File: src/rtl/memory_access_unit_pkg.sv
// Shared types and constants for the data-memory access stage.
//   access_size_t : transfer size encoding as presented on the size input
//   mem_state_t   : request/acknowledge FSM states
//   BE_*          : byte-enable base patterns, shifted by the lane select
//   normalize_size: folds the reserved encoding 2'b11 onto WORD
package memory_access_unit_pkg;

  typedef enum logic [1:0] {
    SIZE_BYTE = 2'b00,
    SIZE_HALF = 2'b01,
    SIZE_WORD = 2'b10
  } access_size_t;

  typedef enum logic [1:0] {
    ST_IDLE     = 2'b00,
    ST_ACCESS   = 2'b01,
    ST_COMPLETE = 2'b10
  } mem_state_t;

  localparam logic [3:0] BE_BYTE = 4'b0001;
  localparam logic [3:0] BE_HALF = 4'b0011;
  localparam logic [3:0] BE_WORD = 4'b1111;

  function automatic access_size_t normalize_size(input logic [1:0] raw);
    access_size_t s;
    case (raw)
      2'b00:   s = SIZE_BYTE;
      2'b01:   s = SIZE_HALF;
      default: s = SIZE_WORD;
    endcase
    return s;
  endfunction

endpackage

File: src/rtl/memory_access_unit_load_align.sv
// Combinational load lane extractor and extender.
//   readData   : raw word returned by the bus
//   laneSel    : address[1:0] of the access
//   size       : BYTE / HALF / WORD
//   signExtend : 1 = sign-extend, 0 = zero-extend (BYTE/HALF only)
//   result     : aligned, extended 32-bit load value
module memory_access_unit_load_align
  import memory_access_unit_pkg::*;
(
  input  logic [31:0]  readData,
  input  logic [1:0]   laneSel,
  input  access_size_t size,
  input  logic         signExtend,
  output logic [31:0]  result
);

  logic [7:0]  byte_lane;
  logic [15:0] half_lane;

  always_comb begin
    byte_lane = readData[7:0];
    case (laneSel)
      2'd1:    byte_lane = readData[15:8];
      2'd2:    byte_lane = readData[23:16];
      2'd3:    byte_lane = readData[31:24];
      default: byte_lane = readData[7:0];
    endcase

    // Halfwords are only ever aligned here, so address bit 1 picks the half.
    half_lane = laneSel[1] ? readData[31:16] : readData[15:0];

    case (size)
      SIZE_BYTE: result = {{24{signExtend & byte_lane[7]}}, byte_lane};
      SIZE_HALF: result = {{16{signExtend & half_lane[15]}}, half_lane};
      default:   result = readData;
    endcase
  end

endmodule

File: src/rtl/memory_access_unit.sv
// Data-memory access stage: issues one single-beat bus transaction per
// request, generating byte enables and lane-replicated store data, and
// aligning/extending load data on the way back. A request/acknowledge FSM
// with a wait-cycle timeout reports completion or fault via done.
//   clk, reset(active-low, async)
//   start/load/size/signExtend/address/storeData : request from address unit
//   busAddress/busRead/busWrite/busByteEn/busWriteData : bus request side
//   busReadData/busAck/busError                  : bus response side
//   busy/done/loadData/misalignFault/busFault     : status to control unit
module memory_access_unit
  import memory_access_unit_pkg::*;
#(
  parameter int unsigned TIMEOUT_CYCLES = 255,
  parameter int unsigned TIMEOUT_WIDTH  = 16
) (
  input  logic        clk,
  input  logic        reset,
  input  logic        start,
  input  logic        load,
  input  logic [1:0]  size,
  input  logic        signExtend,
  input  logic [31:0] address,
  input  logic [31:0] storeData,
  output logic [31:0] busAddress,
  output logic        busRead,
  output logic        busWrite,
  output logic [3:0]  busByteEn,
  output logic [31:0] busWriteData,
  input  logic [31:0] busReadData,
  input  logic        busAck,
  input  logic        busError,
  output logic        busy,
  output logic        done,
  output logic [31:0] loadData,
  output logic        misalignFault,
  output logic        busFault
);

  // Counter value seen in the last permitted wait cycle.
  localparam logic [TIMEOUT_WIDTH-1:0] TIMEOUT_LAST = TIMEOUT_WIDTH'(TIMEOUT_CYCLES - 1);

  mem_state_t               state_q, state_d;
  logic                     load_q, load_d;
  access_size_t             size_q, size_d;
  logic                     sign_ext_q, sign_ext_d;
  logic [1:0]               lane_q, lane_d;
  logic [31:0]              bus_address_q, bus_address_d;
  logic [3:0]               byte_en_q, byte_en_d;
  logic [31:0]              wdata_q, wdata_d;
  logic [31:0]              load_data_q, load_data_d;
  logic                     misalign_q, misalign_d;
  logic                     bus_fault_q, bus_fault_d;
  logic [TIMEOUT_WIDTH-1:0] wait_cnt_q, wait_cnt_d;

  access_size_t req_size;
  logic         misaligned;
  logic [3:0]   be_calc;
  logic [31:0]  wdata_calc;
  logic [31:0]  aligned_data;

  assign req_size = normalize_size(size);

  always_comb begin
    misaligned = 1'b0;
    be_calc    = BE_WORD;
    case (req_size)
      SIZE_BYTE: be_calc = BE_BYTE << address[1:0];
      SIZE_HALF: begin
        be_calc    = BE_HALF << address[1:0];
        misaligned = address[0];
      end
      default: begin
        be_calc    = BE_WORD;
        misaligned = |address[1:0];
      end
    endcase
  end

  // Each output lane carries the low byte (BYTE), the matching byte of the
  // low half (HALF), or its own byte (WORD).
  for (genvar gi = 0; gi < 4; gi++) begin : g_wlane
    assign wdata_calc[8*gi +: 8] =
        (req_size == SIZE_BYTE) ? storeData[7:0] :
        (req_size == SIZE_HALF) ? storeData[8*(gi%2) +: 8] :
                                  storeData[8*gi +: 8];
  end

  memory_access_unit_load_align u_load_align (
    .readData   (busReadData),
    .laneSel    (lane_q),
    .size       (size_q),
    .signExtend (sign_ext_q),
    .result     (aligned_data)
  );

  always_comb begin
    state_d       = state_q;
    load_d        = load_q;
    size_d        = size_q;
    sign_ext_d    = sign_ext_q;
    lane_d        = lane_q;
    bus_address_d = bus_address_q;
    byte_en_d     = byte_en_q;
    wdata_d       = wdata_q;
    load_data_d   = load_data_q;
    misalign_d    = misalign_q;
    bus_fault_d   = bus_fault_q;
    wait_cnt_d    = wait_cnt_q;

    case (state_q)
      ST_IDLE: begin
        if (start) begin
          load_d        = load;
          size_d        = req_size;
          sign_ext_d    = signExtend;
          lane_d        = address[1:0];
          bus_address_d = {address[31:2], 2'b00};
          byte_en_d     = be_calc;
          wdata_d       = wdata_calc;
          misalign_d    = misaligned;
          bus_fault_d   = 1'b0;
          wait_cnt_d    = '0;
          // A misaligned request never reaches the bus.
          state_d       = misaligned ? ST_COMPLETE : ST_ACCESS;
        end
      end

      ST_ACCESS: begin
        wait_cnt_d = wait_cnt_q + TIMEOUT_WIDTH'(1);
        if (busError) begin
          // Error takes priority over a simultaneous ack; data is discarded.
          bus_fault_d = 1'b1;
          state_d     = ST_COMPLETE;
        end else if (busAck) begin
          if (load_q) begin
            load_data_d = aligned_data;
          end
          state_d = ST_COMPLETE;
        end else if (wait_cnt_q == TIMEOUT_LAST) begin
          bus_fault_d = 1'b1;
          state_d     = ST_COMPLETE;
        end
      end

      ST_COMPLETE: begin
        misalign_d  = 1'b0;
        bus_fault_d = 1'b0;
        wait_cnt_d  = '0;
        state_d     = ST_IDLE;
      end

      default: state_d = ST_IDLE;
    endcase
  end

  always_ff @(posedge clk or negedge reset) begin
    if (!reset) begin
      state_q       <= ST_IDLE;
      load_q        <= 1'b0;
      size_q        <= SIZE_BYTE;
      sign_ext_q    <= 1'b0;
      lane_q        <= 2'b00;
      bus_address_q <= '0;
      byte_en_q     <= '0;
      wdata_q       <= '0;
      load_data_q   <= '0;
      misalign_q    <= 1'b0;
      bus_fault_q   <= 1'b0;
      wait_cnt_q    <= '0;
    end else begin
      state_q       <= state_d;
      load_q        <= load_d;
      size_q        <= size_d;
      sign_ext_q    <= sign_ext_d;
      lane_q        <= lane_d;
      bus_address_q <= bus_address_d;
      byte_en_q     <= byte_en_d;
      wdata_q       <= wdata_d;
      load_data_q   <= load_data_d;
      misalign_q    <= misalign_d;
      bus_fault_q   <= bus_fault_d;
      wait_cnt_q    <= wait_cnt_d;
    end
  end

  // Strobes come straight from the state register so reset drops them at once.
  assign busRead       = (state_q == ST_ACCESS) &  load_q;
  assign busWrite      = (state_q == ST_ACCESS) & ~load_q;
  assign busy          = (state_q != ST_IDLE);
  assign done          = (state_q == ST_COMPLETE);
  assign busAddress    = bus_address_q;
  assign busByteEn     = byte_en_q;
  assign busWriteData  = wdata_q;
  assign loadData      = load_data_q;
  assign misalignFault = misalign_q;
  assign busFault      = bus_fault_q;

endmodule

File: config.mk
export PLATFORM = sky130hd
export DESIGN_NAME = memory_access_unit
export DESIGN_NICKNAME = d
export VERILOG_FILES = /design/src/rtl/memory_access_unit_pkg.sv /design/src/rtl/memory_access_unit_load_align.sv /design/src/rtl/memory_access_unit.sv
export SDC_FILE = /design/constraint.sdc
export NUM_CORES = 1
export LEC_CHECK = 0
export CAP_MARGIN = 20
export CORE_MARGIN = 10
export CORE_UTILIZATION = 40
export CTS_CLUSTER_SIZE = 28
export DETAILED_ROUTE_END_ITERATION = 16
export DONT_BUFFER_PORTS = 1
export SYNTH_ARGS = -nofsm -noshare
export SYNTH_HDL_FRONTEND = slang
export SYNTH_SLANG_ARGS = --single-unit
File: constraint.sdc
create_clock -name clk -period 1.7 [get_ports clk]
set_clock_uncertainty 0.15 [all_clocks]
set_input_delay 0.255 -clock clk [delete_from_list [all_inputs] [get_ports clk]]
set_output_delay 0.255 -clock clk [all_outputs]
set_load 0.05 [all_outputs]
==> run summary, run 1 <==
By count the netlist is led by 194 x nand2_1, 124 x dfrtp_1, 53 x o21ai_0. The reported leakage power is 3.77 nW. Summed over all layers, the global routing overflow is 0. The run finished, with violations left. Clock tree synthesis selected as its root buffer the cell clkbuf_16.

The relative slew slack is 64.2%. The initial antenna violation count came out at 1. The count of mapped cells out of synthesis is between 600 and 700. The die is 142 um wide. In this run the biggest area consumer among cell types represents between 50 and 60% of the synthesized area. The aggregate global-route resource usage came out at 19.2%. The fraction of layout cells with a size suffix above 1 came out at around 15%. Summing over every cut layer, the via total after detailed routing is 5509. The number of H-tree levels came out at 4. The tightest hold margin came out at -0.609 ns. The kind of start point of the critical path is a register. The DRC violation count after routing is 0. In this run, synthesis produced a sequential element count of 124. The part of the cycle the worst path needs came out at 103%. The post-route minimum period is 1.76 ns. The number of endpoints failing setup at the final stage is 19. The CTS buffer count came out at 17. The slew of the pin with the lowest slew margin is 0.537 ns. The post-route antenna net violation count is 0. The post-synthesis area per instance is 8.87 um2. Data arrives at the worst endpoint at 1.89 ns.

The combinational power share came out at 17.9%. Summed over all nets, the half-perimeter wirelength after detailed placement is 13.0 mm. The power per standard cell area is 1650 nW/um2. The type of the worst setup path is reg2reg.

The floorplan row count is 44. The checks that failed: hold timing, setup timing. The placer congestion estimate is 0.839. The deepest clock path buffer count is 2. The reported max-cap violation count came out at 0. The wire length of the first global-routing pass is 31.1 mm. Setup repair after global routing could not meet its margin everywhere. The synthesized area came out at a little under 6000 um2. The net switching power is 6.47 mW.

The via count of the first global-routing pass came out at 5578. The number of warnings reported in the yosys synthesis log is 0. The post-synthesis async set-or-reset flop share came out at 100%. The worst endpoint required time is 1.84 ns. Internal power comes to 7.04 mW. The effective utilization at floorplan is around two fifths.

The first-iteration detailed-routing DRC count came out at 446. nand2_1 is the most common cell in the netlist. The worst setup slack after layout came out at -0.0574 ns.

The net switching share of the total power is 47.9%. The area of the placeable core is 14500 um2. The largest total area in the synthesized netlist belongs to dfrtp_1. From bottom edge to top edge, the die measures 142 um. Using the TritonRoute via totals, the vias-per-cell ratio works out to between 5 and 6.

The min-delay analysis places its worst path in the category in2async. The net count of the finished layout is 900. The total of buffers placed on input and output ports came out at 0. The length of the first detailed-routing pass in iterations is 5. STA classifies the critical path endpoint as a register.

The die covers 20100 um2. The number of slew-limit violations in the final report is 0. The final-report hold violation count came out at 124. The sequential share of power came out at 55.3%. The clock transition at the registers of the reported paths is roughly 0.06 ns. The number of top-level design ports is about 210.

The utilization of the core after routing came out at 56.3%. Entering global routing, the biggest net connects 125 pins. In the final routed layout, each cell accounts on average for just over 20 um. Yosys mapped a number of flops with a built-in enable equal to 0. The share of total power dissipated in the clock network is between 20 and 30%. Counting distinct cell types in the post-synthesis netlist gives 57. The most used flip-flop cell after synthesis is dfrtp_1. After clock tree synthesis, the flow added hold-fix buffers numbering ~100.

The maximum clock rate is 569 MHz. After synthesis, the cell types taking the most area are dfrtp_1 52%, nand2_1 12%, o21ai_0 4.5%. Clock latency on the worst-skew pair, taken at its later pin, is 0.41 ns. Of all nets on the critical path, the largest fanout is 16. The share of the yosys chip area belonging to registers is 52.4%. TritonCTS built the clock tree. The area growth from synthesis to layout is 38.2%. The highest ir drop seen on vdd came out at between 0.8 and 0.9 mV. The routed wire length came out at approximately 20 mm. CTS saw 124 sinks.
logic make-up after synthesis:
kind of cell    count (synthesis)  synth area share, %
simple gates                  324                 24.4
fa+ha+maj                       2                0.423
compound gates                134                 13.7
mux                            26                 4.40
buf+inv                        56                 4.65
flops                         124                 52.4
other cells                     1               0.0634
stage by stage:
step	cell area, um2	cells	total power [mW]	setup slack [ns]	setup TNS (ns)
4_1_cts	7990	981	13.4	-0.0527	-0.157
3_3_place_gp	6280	839	9.43	0.0498	0
3_5_place_dp	6280	839	9.53	-0.0554	-0.312
5_1_grt	8180	990	14.1	-0.0968	-1.96
6_report	8180	991	13.5	-0.0574	-0.629
2_1_floorplan	5930	668	8.71	0.0275	0
power groups by stage:
| stage | Clock, mW | Sequential (mW) | Combinational [mW] |
|---|---|---|---|
| floorplan | 0 | 7.21 | 1.50 |
| global placement | 0 | 7.52 | 1.91 |
| detailed placement | 0 | 7.52 | 2.00 |
| CTS | 3.67 | 7.49 | 2.28 |
| global route | 3.83 | 7.59 | 2.70 |
| finish | 3.63 | 7.47 | 2.42 |
state kept, by name (all words and copies together) (netlist names), 2 cells and up:
register,cells
busAddress,30
loadData,32
busByteEn,4
wait_cnt_q,16
busWriteData,32
lane_q,2
size_q,2
state_q,2
routing by layer:
layer	vias up	track usage (%)	wire length, um	share of wire (%)
met5	-	0	0	0
li1	2541	-	-	-
met1	2631	22.9	7730	38
met2	289	30.6	9670	48
met4	0	6.89	557	2.8
met3	48	7.91	2180	11
worst paths after layout:
kind,from,end,slack (ns),cells after the start
max in group asynchronous,reset,state_q[1],1.70,0
max reg2reg,state_q[0],loadData[26],-0.06,7
min,reset,wait_cnt_q[7],-0.61,0
max,state_q[0],loadData[26],-0.06,7
min reg2reg,state_q[1],state_q[1],0.39,1
min in group clk,busReadData[21],loadData[5],0.02,3
worst max-delay path: stages, from the launching register on:
cell      delay (ns)
dfrtp_2         0.45
nor2b_4         0.15
buf_4           0.13
and4b_2         0.26
buf_12          0.15
o211ai_4        0.08
buf_12          0.17
nand3_1         0.09
timing repair:
item,4_1_cts,5_1_grt
cloned,0,2
setup buffers,7,7
hold endpoints to repair,232,124
endpoints found under the setup margin,17,43
resized for setup,8,19
pin swaps,2,2
placed cells by master (no fill, tap or decap), drive strengths merged, types with 3 or more instances in the layout:
cell type and instances:
clkbuf 18, buf 47, nand3b 3, and2 4, nor3 3, clkinv 3
nand4b 4, o31ai 3, dfrtp 124, or3 13, and3b 4, a22oi 7
nand3 38, a21oi 29, nor4 3, nand4 8, mux2i 26, nor2 38
nand2 194, nand2b 3, dlygate4sd3 102, clkinvlp 4, inv 18, o21ai 59
a31oi 14, a211o 4, nor2b 3
cell type report:
| cell class | instances | area (um2) |
|---|---|---|
| diodes | 1 | 2.50 |
| inverters | 12 | 45.0 |
| well taps | 184 | 230 |
| repair buffers | 150 | 1560 |
| multi-input cells | 488 | 2650 |
| clock inverters | 15 | 161 |
| clock buffers | 17 | 425 |
| fillers | 1255 | 6350 |
| flip-flops and latches | 124 | 3110 |
No activity file was read; power rests on OpenSTA's default activity.
==> inputs of run 2 (changes only) <==
Settings changed: SETUP_SLACK_MARGIN set to 0.5.
==> run 2 against run 1 <==
Against the previous run:
- the run still ends with hold timing, setup timing left
- via count is 11% higher
- clock power is 8.3% higher
- cell area is 24% higher
- combinational power is 65% higher
- cell count is 5.2% higher
- first-iteration DRC count is 5.4% higher
- routed wire length is 25% higher
- critical endpoint is now busWriteData[27]
- largest cell class is now multi-input combinational cells
==> run summary, run 2 (synthesis gave the netlist of run 1 again) <==
The kind of end point of the critical path is a register. The number of vias in the routed layout is 6141 (+11%). The power per standard cell area came to 1550 nW/um2 (-6.3%). The y dimension of the die came to 142 um (unchanged). The CTS buffer count came out at 17 (unchanged). The highest ir drop seen on vdd came out at 0.982 mV (+18%). The number of endpoints failing setup at the final stage was 93 (+74). The DRC violation count after routing is 0 (unchanged). Tracing the worst setup path back leads to its startpoint at size[1]. The tightest min-delay check is of the in2async type. The wire length of the first global-routing pass came to 36.3 mm (+17%). The type of the worst setup path is in2reg. The met1 usage in global routing came to 25.8% (+2.9 points).

The length of the first detailed-routing pass in iterations is 5 (unchanged). The met3 track utilization from global routing is 9.61% (+1.7 points). The latest clock arrival within the worst-skew pair came to 0.43 ns (+0.02 ns). The growth of design area from synthesis to finish came out at 71.6%. The post-route minimum period came out at 1.83 ns (+0.0767 ns).

The relative slew slack came out at 27.8% (-36 points). The deepest clock path buffer count is 2 (unchanged). The aggregate global-route resource usage is 23.0% (+3.7 points). The overall overflow remaining after global route came out at 0 (unchanged). The net count of the finished layout is 951 (+5.7%).

The reported leakage power came out at 4.49 nW (+19%). The TritonCTS clock tree is yes. The pin count of the biggest net entering global routing came to 125 (unchanged). The average vias per placed instance is 5.89 (+5.9%). The fraction of layout cells with a size suffix above 1 came out at 48.8% (+34 points). The routed wire length was 25.2 mm (+25%). The final-report hold violation count is 125 (+0.81%).

The maximum fanout along the worst path came out at 20 (+4). The clock sink count is 124 (unchanged). The summed area of non-filler cells in the final layout was 10200 um2 (+24%). Setup repair after global routing could not meet its margin everywhere. The standard cell area after detailed placement is 6340 um2 (+1.0%). The worst endpoint required time is 1.86 ns (+0.02 ns).

The met2 track demand over resource was 38.8% (+8.1 points). The floorplan row count is 44 (unchanged). The slew of the pin with the lowest slew margin came to 1.08 ns (+0.542 ns).

The total of buffers placed on input and output ports came out at 0 (unchanged). The utilization of the core after routing came out at 69.9% (+14 points). The post-route antenna net violation count is 0 (unchanged). The kind of start point of the critical path is an input port. The average detailed-routed wire length per instance came out at 24.2 um (+19%).

The clock transition at the registers of the reported paths was 0.06 ns (about the same). The HPWL reported at the end of detailed placement is 13.2 mm (+1.8%). The initial antenna violation count came out at 1 (unchanged). Clock tree synthesis selected as its root buffer the cell clkbuf_16. The tightest hold margin came out at -0.626 ns (-0.0170 ns). The filler cell count in the final layout was 953 (-24%). The maximum clock rate came out at 545 MHz (-4.2%). The worst-case register-to-register setup slack came out at -0.09 ns (-0.03 ns). The part of the cycle the worst path needs came out at 108% (+4.5 points).

The effective utilization at floorplan came out at 40.7% (unchanged). The area of the placeable core is 14500 um2 (unchanged). The library cell used most frequently in the layout, excluding fill and tap cells, is dfrtp_2. The worst register-to-register path begins at state_q[1]. met2 is the most crowded layer. In the layout the commonest cells are 106 x dfrtp_2, 103 x dlygate4sd3_1, 100 x nand2_1. The reported max-cap violation count is 0 (unchanged).

The number of top-level design ports came to 211 (unchanged). The number of H-tree levels is 4 (unchanged). The placer congestion estimate is 0.835 (-0.45%). The setup slack at placement is -0.0610 ns (-0.00565 ns). The worst setup slack after layout is -0.134 ns (-0.0767 ns). The x dimension of the die is 142 um (unchanged). The final reports fail on hold timing, setup timing. The die area came to 20100 um2 (unchanged). The first-iteration detailed-routing DRC count is 470 (+5.4%). The number of slew-limit violations in the final report is 0 (unchanged).

The endpoint arrival time on the critical path was 1.99 ns (+0.10 ns). The run finished, with violations left. The via count of the first global-routing pass was 6301 (+13%).
[run 2: path summary, 6_finish.rpt]
kind | end | depth (start not counted)
max | busWriteData[27] | 4
max in group asynchronous | busAddress[16] | 0
max reg2reg | busByteEn[2] | 8
min | wait_cnt_q[1] | 0
min reg2reg | wait_cnt_q[2] | 1
min in group clk | busWriteData[25] | 3
[run 2: repair_timing]
item / in CTS / in global routing
endpoints found under the hold margin: 236 / 141
gates cloned: 22 / 2
setup buffers: 38 / 10
gates resized for setup: 258 / 123
endpoints found under the setup margin: 228 / 228
pin swaps: 75 / 49
hold buffers: 102 / 1
[run 2: area by class of cell]
cell class	instances	area [um2]	share of cell area, %
Antenna cell	3	7.51	0.0739
Clock buffer	19	443	4.36
Clock inverter	12	186	1.84
Inverter	12	52.6	0.517
Multi-Input combinational cell	490	3460	34.0
Sequential cell	124	3240	31.9
Tap cell	184	230	2.27
Timing Repair Buffer	199	2540	25.0
[run 2: critical path, cell delays in order]
cell and delay, ns:
dlygate4sd3_1 1.25, nor2_1 0.21, a21oi_1 0.20, o21ai_1 0.08
[run 2: stage by stage]
step	instances	hold WS (ns)	power, mW	TNS [ns]
6_report	1043	-0.626	15.7	-4.02
5_1_grt	1041	-0.641	16.3	-9.86
4_1_cts	1027	-0.629	15.1	-1.96
3_5_place_dp	834	-0.183	9.63	-0.258
3_3_place_gp	834	-0.183	9.51	0
2_1_floorplan	668	-0.191	8.96	0
[run 2: where the power goes]
| group | switching, mW | internal (mW) |
|---|---|---|
| logic | 1.97 | 2.03 |
| clock network | 1.43 | 2.51 |
| registers | 3.83 | 3.96 |
[run 2: routing by layer]
metal / wire, um / share of wire (%)
met5: 0 / 0
met4: 731 / 2.9
met3: 2640 / 10
met2: 12900 / 51
met1: 8960 / 36
